--- config.mk ---
export PLATFORM = sky130hd
export DESIGN_NAME = fwd_scoreboard
export DESIGN_NICKNAME = d
export VERILOG_FILES = /design/src/rtl/fwd_scoreboard.sv
export SDC_FILE = /design/constraint.sdc
export NUM_CORES = 1
export LEC_CHECK = 0
export CAP_MARGIN = 20
export CORE_ASPECT_RATIO = 0.5
export CORE_MARGIN = 2
export CORE_UTILIZATION = 36
export CTS_CLUSTER_DIAMETER = 200
export CTS_CLUSTER_SIZE = 40
export DETAILED_ROUTE_END_ITERATION = 6
export GPL_ROUTABILITY_DRIVEN = 1
export PLACE_DENSITY_LB_ADDON = 0.15
export RECOVER_POWER = 100
export SYNTH_ARGS = -nofsm -noshare
export SYNTH_HDL_FRONTEND = slang
export SYNTH_SLANG_ARGS = --single-unit
--- constraint.sdc ---
create_clock -name clk -period 5.96 [get_ports clk]
set_input_delay 0.894 -clock clk [delete_from_list [all_inputs] [get_ports clk]]
set_output_delay 0.894 -clock clk [all_outputs]
set_load 0.01 [all_outputs]
--- src/rtl/fwd_scoreboard.sv ---
// Operand-bypass network and load-use interlock for the ID stage.
// Tracks in-flight register writes in NSTAGE records (stage 0 = EX) and resolves each read port.
module fwd_scoreboard #(
  parameter int unsigned DATA_W     = 32,
  parameter int unsigned REG_AW     = 5,
  parameter int unsigned NREAD      = 2,
  parameter int unsigned NSTAGE     = 3,
  parameter int unsigned LOAD_STAGE = 1
) (
  input  logic                      clk,
  input  logic                      resetn,
  input  logic                      pipe_hold,
  input  logic                      id_valid,
  input  logic                      id_kill,
  input  logic [NREAD*REG_AW-1:0]   id_raddr,
  input  logic [NREAD*DATA_W-1:0]   id_rfdata,
  input  logic                      id_wen,
  input  logic [REG_AW-1:0]         id_waddr,
  input  logic [1:0]                id_kind,
  input  logic [DATA_W-1:0]         id_pc,
  input  logic [NSTAGE*DATA_W-1:0]  stage_data,
  output logic [NREAD*DATA_W-1:0]   fwd_data,
  output logic                      id_stall,
  output logic [15:0]               stall_cnt,
  output logic [15:0]               stall_evt
);

  typedef enum logic [1:0] {
    KIND_ALU  = 2'b00,
    KIND_LOAD = 2'b01,
    KIND_LINK = 2'b10,
    KIND_RSVD = 2'b11
  } kind_t;

  typedef enum logic {RUN, STALL} state_t;

  logic              rec_valid [NSTAGE];
  logic [REG_AW-1:0] rec_waddr [NSTAGE];
  kind_t             rec_kind  [NSTAGE];
  logic [DATA_W-1:0] rec_pc    [NSTAGE];

  logic [REG_AW-1:0] port_raddr [NREAD];
  logic              port_hit   [NREAD];
  logic [DATA_W-1:0] port_val   [NREAD];
  logic [NREAD-1:0]  not_ready;

  state_t state_q, state_d;
  logic   evt_inc;

  // Ascending scan with a hit flag: the youngest matching record claims the port and
  // older records are never consulted, even when the youngest is not ready yet.
  always_comb begin
    fwd_data  = '0;
    not_ready = '0;
    for (int unsigned p = 0; p < NREAD; p++) begin
      port_raddr[p] = id_raddr[p*REG_AW +: REG_AW];
      port_hit[p]   = 1'b0;
      port_val[p]   = (port_raddr[p] == '0) ? '0 : id_rfdata[p*DATA_W +: DATA_W];
      for (int unsigned s = 0; s < NSTAGE; s++) begin
        if (!port_hit[p] && rec_valid[s] && rec_waddr[s] == port_raddr[p] && port_raddr[p] != '0) begin
          port_hit[p]  = 1'b1;
          port_val[p]  = (rec_kind[s] == KIND_LINK) ? rec_pc[s] + DATA_W'(8)
                                                    : stage_data[s*DATA_W +: DATA_W];
          not_ready[p] = (rec_kind[s] == KIND_LOAD) && (s < LOAD_STAGE);
        end
      end
      fwd_data[p*DATA_W +: DATA_W] = resetn ? port_val[p] : '0;
    end
  end

  assign id_stall = resetn & (pipe_hold | (id_valid & ~id_kill & (|not_ready)));

  always_ff @(posedge clk or negedge resetn) begin
    if (!resetn) begin
      for (int unsigned s = 0; s < NSTAGE; s++) begin
        rec_valid[s] <= 1'b0;
        rec_waddr[s] <= '0;
        rec_kind[s]  <= KIND_ALU;
        rec_pc[s]    <= '0;
      end
    end else if (!pipe_hold) begin
      for (int unsigned s = 1; s < NSTAGE; s++) begin
        rec_valid[s] <= rec_valid[s-1];
        rec_waddr[s] <= rec_waddr[s-1];
        rec_kind[s]  <= rec_kind[s-1];
        rec_pc[s]    <= rec_pc[s-1];
      end
      rec_valid[0] <= id_valid & id_wen & ~id_kill & ~id_stall & (id_waddr != '0);
      rec_waddr[0] <= id_waddr;
      rec_kind[0]  <= kind_t'(id_kind);
      rec_pc[0]    <= id_pc;
    end
  end

  always_ff @(posedge clk or negedge resetn) begin
    if (!resetn) state_q <= RUN;
    else         state_q <= state_d;
  end

  always_comb begin
    state_d = state_q;
    unique case (state_q)
      RUN:     if (id_stall)  state_d = STALL;
      STALL:   if (!id_stall) state_d = RUN;
      default: state_d = RUN;
    endcase
  end

  always_comb begin
    evt_inc = (state_q == RUN) && id_stall;
  end

  always_ff @(posedge clk or negedge resetn) begin
    if (!resetn) begin
      stall_cnt <= '0;
      stall_evt <= '0;
    end else begin
      if (id_stall && stall_cnt != '1) stall_cnt <= stall_cnt + 16'd1;
      if (evt_inc && stall_evt != '1)  stall_evt <= stall_evt + 16'd1;
    end
  end

endmodule

== Word level (Yosys, flattened, before mapping) ==
Index checks and enable logic that the tools add are counted.
W data, S select, Z words.
Operators by class
  $add $sub $neg: 5
  equal/unequal tests: 12
  muxes and demuxes: 24
  bitwise logic cells: 11
  reductions and logical operators: 29
Operator list (number)
  $mux W32: 13
  $add A32 B4 Y32 const B: 3
  $add A16 B1 Y16 const B: 2
  $ne A16 B16 Y1 const B: 2
  $eq A5 B5 Y1: 6
  $logic_and A1 B1 Y1: 19
  $reduce_bool A5 Y1: 3
  $mux W1: 11
  $logic_not A5 Y1: 2
  $and A1 B1 Y1: 7
  $eq A2 B2 Y1 const B: 3
  $logic_not A1 Y1: 4
  $not A1 Y1: 3
  $eq A2 B1 Y1 const B: 1
  $reduce_or A2 Y1: 1
  $or A1 B1 Y1: 1
Storage, ports and cells
  bits in registers: 153
  output and inout port bits: 97
  logic and storage cells: 96

== Depth between registers and ports, before layout ==
Gate-level depths: netlist of run 1.
  word-level depth: 21
  mapped depth: 9
  depth with buffers taken out: 7

== Worst setup path after synthesis of run 1 ==
OpenSTA, ideal clock, no wires.
  path type: input-to-output
  start point: in id_raddr[1]
  end point: out fwd_data[10]
  data arrival time: 2859 ps
  data required time: 5066 ps
  slack: 2207 ps
  stages: 8
  path buffers: 2
  cell sequence: xnor2_1 > nand2_1 > or3_1 > clkbuf_1 > and2_1 > clkbuf_1 > a2bb2o_1 > a2111oi_0
On the way
  longest elaborated chain between the ends: 15
Ends and longest elaborated chain
  start, declared: RTL line 15  | input logic [NREAD*REG_AW-1:0] id_raddr,
  $eq A5 B5 Y1: RTL line 60  | if (!port_hit[p] && rec_valid[s] && rec_waddr[s] == port_raddr[p] && port_raddr[p] != '0) begin
  $logic_and A1 B1 Y1 (2 in series): RTL line 60
  $mux W1: RTL line 60
  $logic_not A1 Y1: RTL line 60
  $logic_and A1 B1 Y1 (3 in series): RTL line 60
  $mux W1: RTL line 60
  $logic_not A1 Y1: RTL line 60
  $logic_and A1 B1 Y1 (3 in series): RTL line 60
  $mux W32 (*): RTL line 60
  $mux W32 (*): RTL line 67  | fwd_data[p*DATA_W +: DATA_W] = resetn ? port_val[p] : '0;
  end, declared: RTL line 22  | output logic [NREAD*DATA_W-1:0] fwd_data,
Mark *: on every way between the ends. The rest lies on a longest branch, timed or not.

== Worst setup path after layout of run 1 ==
Same ends and word-level chain as after synthesis.

==> summary.md, run 1 <==
| Metric | Value |
|---|---|
| Final HPWL DP | 41.37 mm |
| Vias in the first global route | 11450 |
| Worst-Margin Slew | 3.249 ns |
| Average size of a mapped cell | 9.001 um2 |
| TritonCTS clock tree | built |
| Most frequent cells in the layout | clkdlybuf4s50_1, dfrtp_1, nand2_1 |
| Via count | 11890 |
| Reg power frac | 38.9% |
| CP Launch Type | input pin |
| Via density | 6.031 |
| Kind of critical path | input pin to primary output |
| Setup WS post-layout | 0.4128 ns |
| Placed cells | 1937 |
| Data required time of the critical path | 5.07 ns |
| Post-synth EDFFs | 0 |
| Final GP Congestion | 1.051 |
| Total power | 3.681 mW |
| Crit path largest cell delay | 0.71 ns |
| Clk sink count | 153 |
| Worst path slowest cell | dlygate4sd3_1 |
| Area growth syn-to-layout | 36.97% |
| TritonRoute pass-1 iters | 6 |
| Post-Syn Area | 11310 um2 |
| Crit share post-route | 93.07% |
| Max Cap Viol | 4 |
| WL final | 52.50 mm |
| Fmax | 180.3 MHz |
| Leakage | 5.992 nW |
| Syn_nets | 1477 |
| Total GRT Usage | 31.67% |
| Asr flop ratio synth | 100.0% |
| Switching share of power | 37.00% |
| Critical Path Start | id_raddr[1] |
| Commonest non-fill, non-tap cell in the layout | clkdlybuf4s50_1 |
| Io pins | 312 |
| Total setup buffers inserted after CTS | 0 |
| CP Max Fanout | 10 |
| Fin nets | 1753 |
| Failing checks | max-capacitance violations, max-slew violations |
| Synth unique cells | 69 |
| Worst VDD drop | 0.2006 mV |
| Final Hold Vio Count | 0 |
| R2R Setup Slk | 2.85 ns |
| Post-Place Setup Slack | 0.7226 ns |
| Synth Instances | 1257 |
| Status | complete, but fails checks |
| Clk buf depth | 2 |
| Synthesized flop and latch total | 153 |
| CP dominant cell by count | dlygate4sd3_1 |
| Clk root buf | clkbuf_16 |
| Core area | 30630 um2 |
| Worst EP arrival | 4.65 ns |
| Reg2reg path depth | 7 |
| GRT overflow | 0 |
| Average wire per standard cell | 26.64 um |
| Worst-path clk slew | 0.08 ns |
| Die Y | 129.4 um |
| Reg-to-reg startpoint | rec_waddr[10] |
| Antenna violations before repair | 7 |
| Num rows | 45 |
| FF-to-FF End | stall_evt[1] |
| Ys flop type | dfrtp_1 |
| Antenna Nets Post-Route | 0 |
| Post-cts sizing count | 0 |
| Max H-tree Level | 4 |
| Port bufs | 311 |
| CP endpoint kind | primary output |
| Relative slew slack | -116.6% |
| Worst min-delay path class | input pin to async pin |
| # hold bufs at CTS | 0 |
| Yosys warning total | 0 |
| Clock share of power | 31.2% |
| Power per Cell Area | 237.5 nW/um2 |
| Skew final | 0.01013 ns |
| Die W | 254.7 um |
| Worst-Skew Late Latency | 0.46 ns |
| RSZ-0062 raised after global routing | no |
| Share of post-route cells with drive strength above 1 | 13.91% |
| Cell Int Power | 2.319 mW |
| Slew Limit Fails | 219 |
| DRT iter0 DRCs | 1500 |
| Sequential share of the synthesized area | 33.84% |
| Largest net degree at the start of global routing | 71 |
| Logic pwr share | 29.8% |
| CTS buffer count | 17 |
| Die area | 32950 um2 |
| Fin crit period | 5.547 ns |
| Final Setup Violations | 0 |
| Net Switching | 1.362 mW |
| Initial Utilization | 36.94% |
| # DRC | 0 |
| Crit path cell chain | dlygate4sd3_1 > xnor2_1 > nand2_1 > or3_1 > and2_0 > a2bb2o_1 > a2111oi_0 > dlygate4sd3_1 |
| Setup_tns | 0 ns |
| First-pass GRT wire length | 75.30 mm |
| Non-Filler Instances | 1971 |
==> synth_stat cells (25+ instances only) <==
cell | instances | area (um2)
nor2_1 | 65 | 244.0
nand2_1 | 121 | 454.2
xor2_1 | 38 | 332.8
nor3_1 | 73 | 365.4
o211ai_1 | 30 | 225.2
a21oi_1 | 25 | 125.1
nand3_1 | 62 | 310.3
mux2i_1 | 29 | 290.3
dfrtp_1 | 153 | 3829
mux2_2 | 117 | 1318
clkbuf_1 | 72 | 270.3
xnor2_1 | 81 | 709.4
nand4_1 | 37 | 231.5
o21ai_0 | 62 | 310.3
==> cell families (layout without fill, tap and decap cells) <==
logic type / Yosys count / in the layout / synth area share, %
and+or+nand+nor: 469 / 469 / 21.17
buffers and inverters: 95 / 384 / 3.240
muxes: 146 / 146 / 14.21
AOI/OAI and AO/OA: 270 / 270 / 17.78
DFF: 153 / 153 / 33.84
other: 0 / 2 / 0
xor gates and xnor gates: 119 / 119 / 9.212
adders and majority gates: 5 / 5 / 0.5529
==> worst max-delay path, delay by kind of cell <==
kind	cells	cell delay [ns]
compound gates	2	1.10
xor+xnor	1	0.15
buf+inv	2	1.41
simple gates	3	1.10
==> final cells by class <==
class	instances	area (um2)
fill	2950	15130
timing repair buffer	344	3338
inverter	8	30.03
sequential	153	3829
clock inverter	15	198.9
antenna	2	5.005
clock buffer	17	425.4
multi-input combinational	1009	7142
tap	423	529.3
==> metrics by stage <==
step	utilization [%]	instance area, um2	hold slack [ns]
floorplan	-	11310	0.4787
global placement	48.63	14890	0.4835
finish	50.60	15500	0.4013
global route	50.60	15500	0.4265
detailed placement	48.63	14890	0.4810
CTS	50.67	15520	0.4140
==> power by group through the flow <==
stage	Clock, mW	Combinational, mW	Sequential, mW
floorplan	0	0.579	1.36
global placement	0	1.09	1.44
detailed placement	0	1.10	1.44
CTS	1.17	1.10	1.42
global route	1.21	1.17	1.46
finish	1.15	1.10	1.43
==> registers in the layout (all words and copies together) (netlist names) <==
register	flops
rec_kind	6
rec_pc	96
rec_valid	3
rec_waddr	15
stall_cnt	16
stall_evt	16
state_q	1
==> worst max-delay path by stage <==
stage | end | slack, ns | cells after the start
2_1_floorplan | fwd_data[10] | 2.21 | 8
3_3_place_gp | fwd_data[8] | 0.79 | 8
3_5_place_dp | fwd_data[10] | 0.72 | 8
4_1_cts | fwd_data[8] | 0.70 | 8
5_1_grt | fwd_data[10] | 0.37 | 8
6_report | fwd_data[10] | 0.41 | 8
==> per-layer routing <==
metal  up-vias  GRT usage, %  wire length, um
met5         -             0                0
met4         0         8.910             1092
met3        71         8.859             5003
met2       576         47.55            23270
met1      5928         44.53            23130
li1       5313             -                -
No activity file was read; power rests on OpenSTA's default activity.
==> run 2: changes to the inputs <==
- CAP_MARGIN: 20 -> default
- CELL_PAD_IN_SITES_DETAIL_PLACEMENT: default -> 1
- CELL_PAD_IN_SITES_GLOBAL_PLACEMENT: default -> 1
- MAX_ROUTING_LAYER: default -> met4
==> run 2 against run 1 <==
- the flow still finishes with violations (max-capacitance violations, max-slew violations)
- clock skew is 0.0015 ns lower
- flip-flop and latch count stayed put
- power is 1.3% lower
- fmax is 3.0% lower
- die area stayed put
- sequential share of layout area hardly changed
- count of clock-buffer cells in the layout is 1 higher
- combinational power hardly changed
- critical path depth stayed put
- worst hold slack worse by 0.045 ns
==> summary.md, run 2 (synthesis gave the netlist of run 1 again) <==
| Metric | Value |
|---|---|
| Antenna violations before repair | 2 |
| Multi-input combinational cell area | 7141 um2 |
| Final HPWL DP | 40.28 mm |
| GRT overflow | 0 |
| Top Family by Delay on Critical Path | simple AND/OR/NAND/NOR gates |
| CP endpoint kind | primary output |
| Initial Utilization | 36.94% |
| Io pins | 312 |
| Clk buf depth | 2 |
| Worst VDD drop | 0.2218 mV |
| Max Cap Viol | 5 |
| Worst-Margin Slew | 3.361 ns |
| First-pass GRT wire length | 77.85 mm |
| Clk sink count | 153 |
| Total setup buffers inserted after CTS | 0 |
| # DRC | 0 |
| Die Y | 129.4 um |
| Buf/Inv on CP | 2 |
| # hold bufs at CTS | 0 |
| Worst min-delay path class | input pin to async pin |
| Final GP Congestion | 0.9331 |
| TritonCTS clock tree | built |
| Die W | 254.7 um |
| Clk root buf | clkbuf_16 |
| Slew Limit Fails | 237 |
| WHS | 0.3559 ns |
| CTS buffer count | 17 |
| Average wire per standard cell | 26.40 um |
| Fin nets | 1754 |
| Die area | 32950 um2 |
| Power per Cell Area | 234.7 nW/um2 |
| Antenna Nets Post-Route | 0 |
| Layout Utilization | 50.52% |
| Status | complete, but fails checks |
| Vias in the first global route | 12640 |
| Num rows | 45 |
| Data required time of the critical path | 5.07 ns |
| Max reg flops | 96 |
| Setup WS post-layout | 0.2433 ns |
| Biggest regs | rec_pc (96), stall_cnt (16), stall_evt (16) |
| Commonest non-fill, non-tap cell in the layout | clkdlybuf4s50_1 |
| Relative slew slack | -124.0% |
| Post-Place Setup Slack | 0.5127 ns |
| RSZ-0062 raised after global routing | no |
| Share of post-route cells with drive strength above 1 | 13.64% |
| Crit path cell chain | clkdlybuf4s50_1 > xor2_1 > nor4_1 > and3_1 > and2_1 > nand2_1 > o221a_2 > dlygate4sd3_1 |
| Worst-Skew Late Latency | 0.46 ns |
| Total GRT Usage | 32.80% |
| Skew final | 0.008592 ns |
| Worst path slowest cell | and3_1 |
| Setup_tns | 0 ns |
| Largest net degree at the start of global routing | 80 |
| Final Setup Violations | 0 |
| Post-cts sizing count | 0 |
| Worst-path clk slew | 0.07 ns |
| Worst EP arrival | 4.82 ns |
| Metal3 WL | 3.233 mm |
| Port bufs | 311 |
| Via density | 6.030 |
| CP Max Fanout | 13 |
| Core area | 30630 um2 |
| Crit share post-route | 95.92% |
| TritonRoute pass-1 iters | 6 |
| Leakage | 5.970 nW |
| Most frequent cells in the layout | clkdlybuf4s50_1, dfrtp_1, nand2_1 |
| Area growth syn-to-layout | 36.76% |
| Largest Register | rec_pc |
| Failing checks | max-capacitance violations, max-slew violations |
| Crit path largest cell delay | 0.62 ns |
| Fmax | 174.9 MHz |
| Sequential cell area | 3829 um2 |
| Top sig layer | met4 |
| Fill cell count | 3515 |
| Max H-tree Level | 4 |
| WL final | 52.06 mm |
| Via count | 11890 |
| Met2 WL | 25.76 mm |
| Fin crit period | 5.717 ns |
| Metal-1 WL | 21.78 mm |
| DRT iter0 DRCs | 1019 |
| Final Hold Vio Count | 0 |
| CP Launch Type | input pin |
| Kind of critical path | input pin to primary output |
==> run 2: worst paths after layout <==
check,from,end,slack [ns],cells after the start
worst max-delay path,id_raddr[7],fwd_data[54],0.24,8
worst min register to register,stall_cnt[5],stall_cnt[5],0.49,1
max in group asynchronous,resetn,stall_cnt[10],2.76,2
min in group clk,stall_cnt[5],stall_cnt[5],0.49,1
worst min-delay path,resetn,rec_waddr[0],0.36,1
worst max register to register,rec_waddr[13],stall_evt[1],3.04,7
==> run 2: routing by layer <==
layer | vias to the layer above | global-route usage, %
met5 | - | -
met4 | 0 | 9.873
li1 | 5309 | -
met3 | 84 | 6.247
met1 | 6054 | 39.92
met2 | 445 | 55.51
==> run 2: area by class of cell <==
cell class | count | share of cell area (%)
multi-input combinational | 1009 | 46.15
sequential | 153 | 24.74
antenna | 2 | 0.03234
timing repair buffer | 345 | 21.61
tap | 423 | 3.420
inverter | 8 | 0.1941
clock inverter | 14 | 1.019
clock buffer | 18 | 2.838
==> run 2: report_power, final <==
group,total [mW],switching [mW],internal (mW)
Clock,1.14,0.534,0.606
Combinational,1.07,0.542,0.528
Sequential,1.42,0.237,1.18
==> run 2: per-stage QoR <==
step / instances / instance area, um2 / power, mW
4_1_cts: 1970 / 15510 / 3.656
2_1_floorplan: 1257 / 11310 / 1.939
5_1_grt: 1972 / 15470 / 3.803
6_report: 1972 / 15470 / 3.632
3_5_place_dp: 1938 / 14910 / 2.511
3_3_place_gp: 1938 / 14910 / 2.473
==> run 2: worst register-to-register path, delay by kind of cell, from the launching register on <==
| kind | cells | cell delay, ns |
|---|---|---|
| buf+inv | 2 | 0.92 |
| xor+xnor | 1 | 0.24 |
| mux | 1 | 0.41 |
| compound gates | 1 | 0.21 |
| flops | 1 | 0.44 |
| simple gates | 2 | 0.61 |
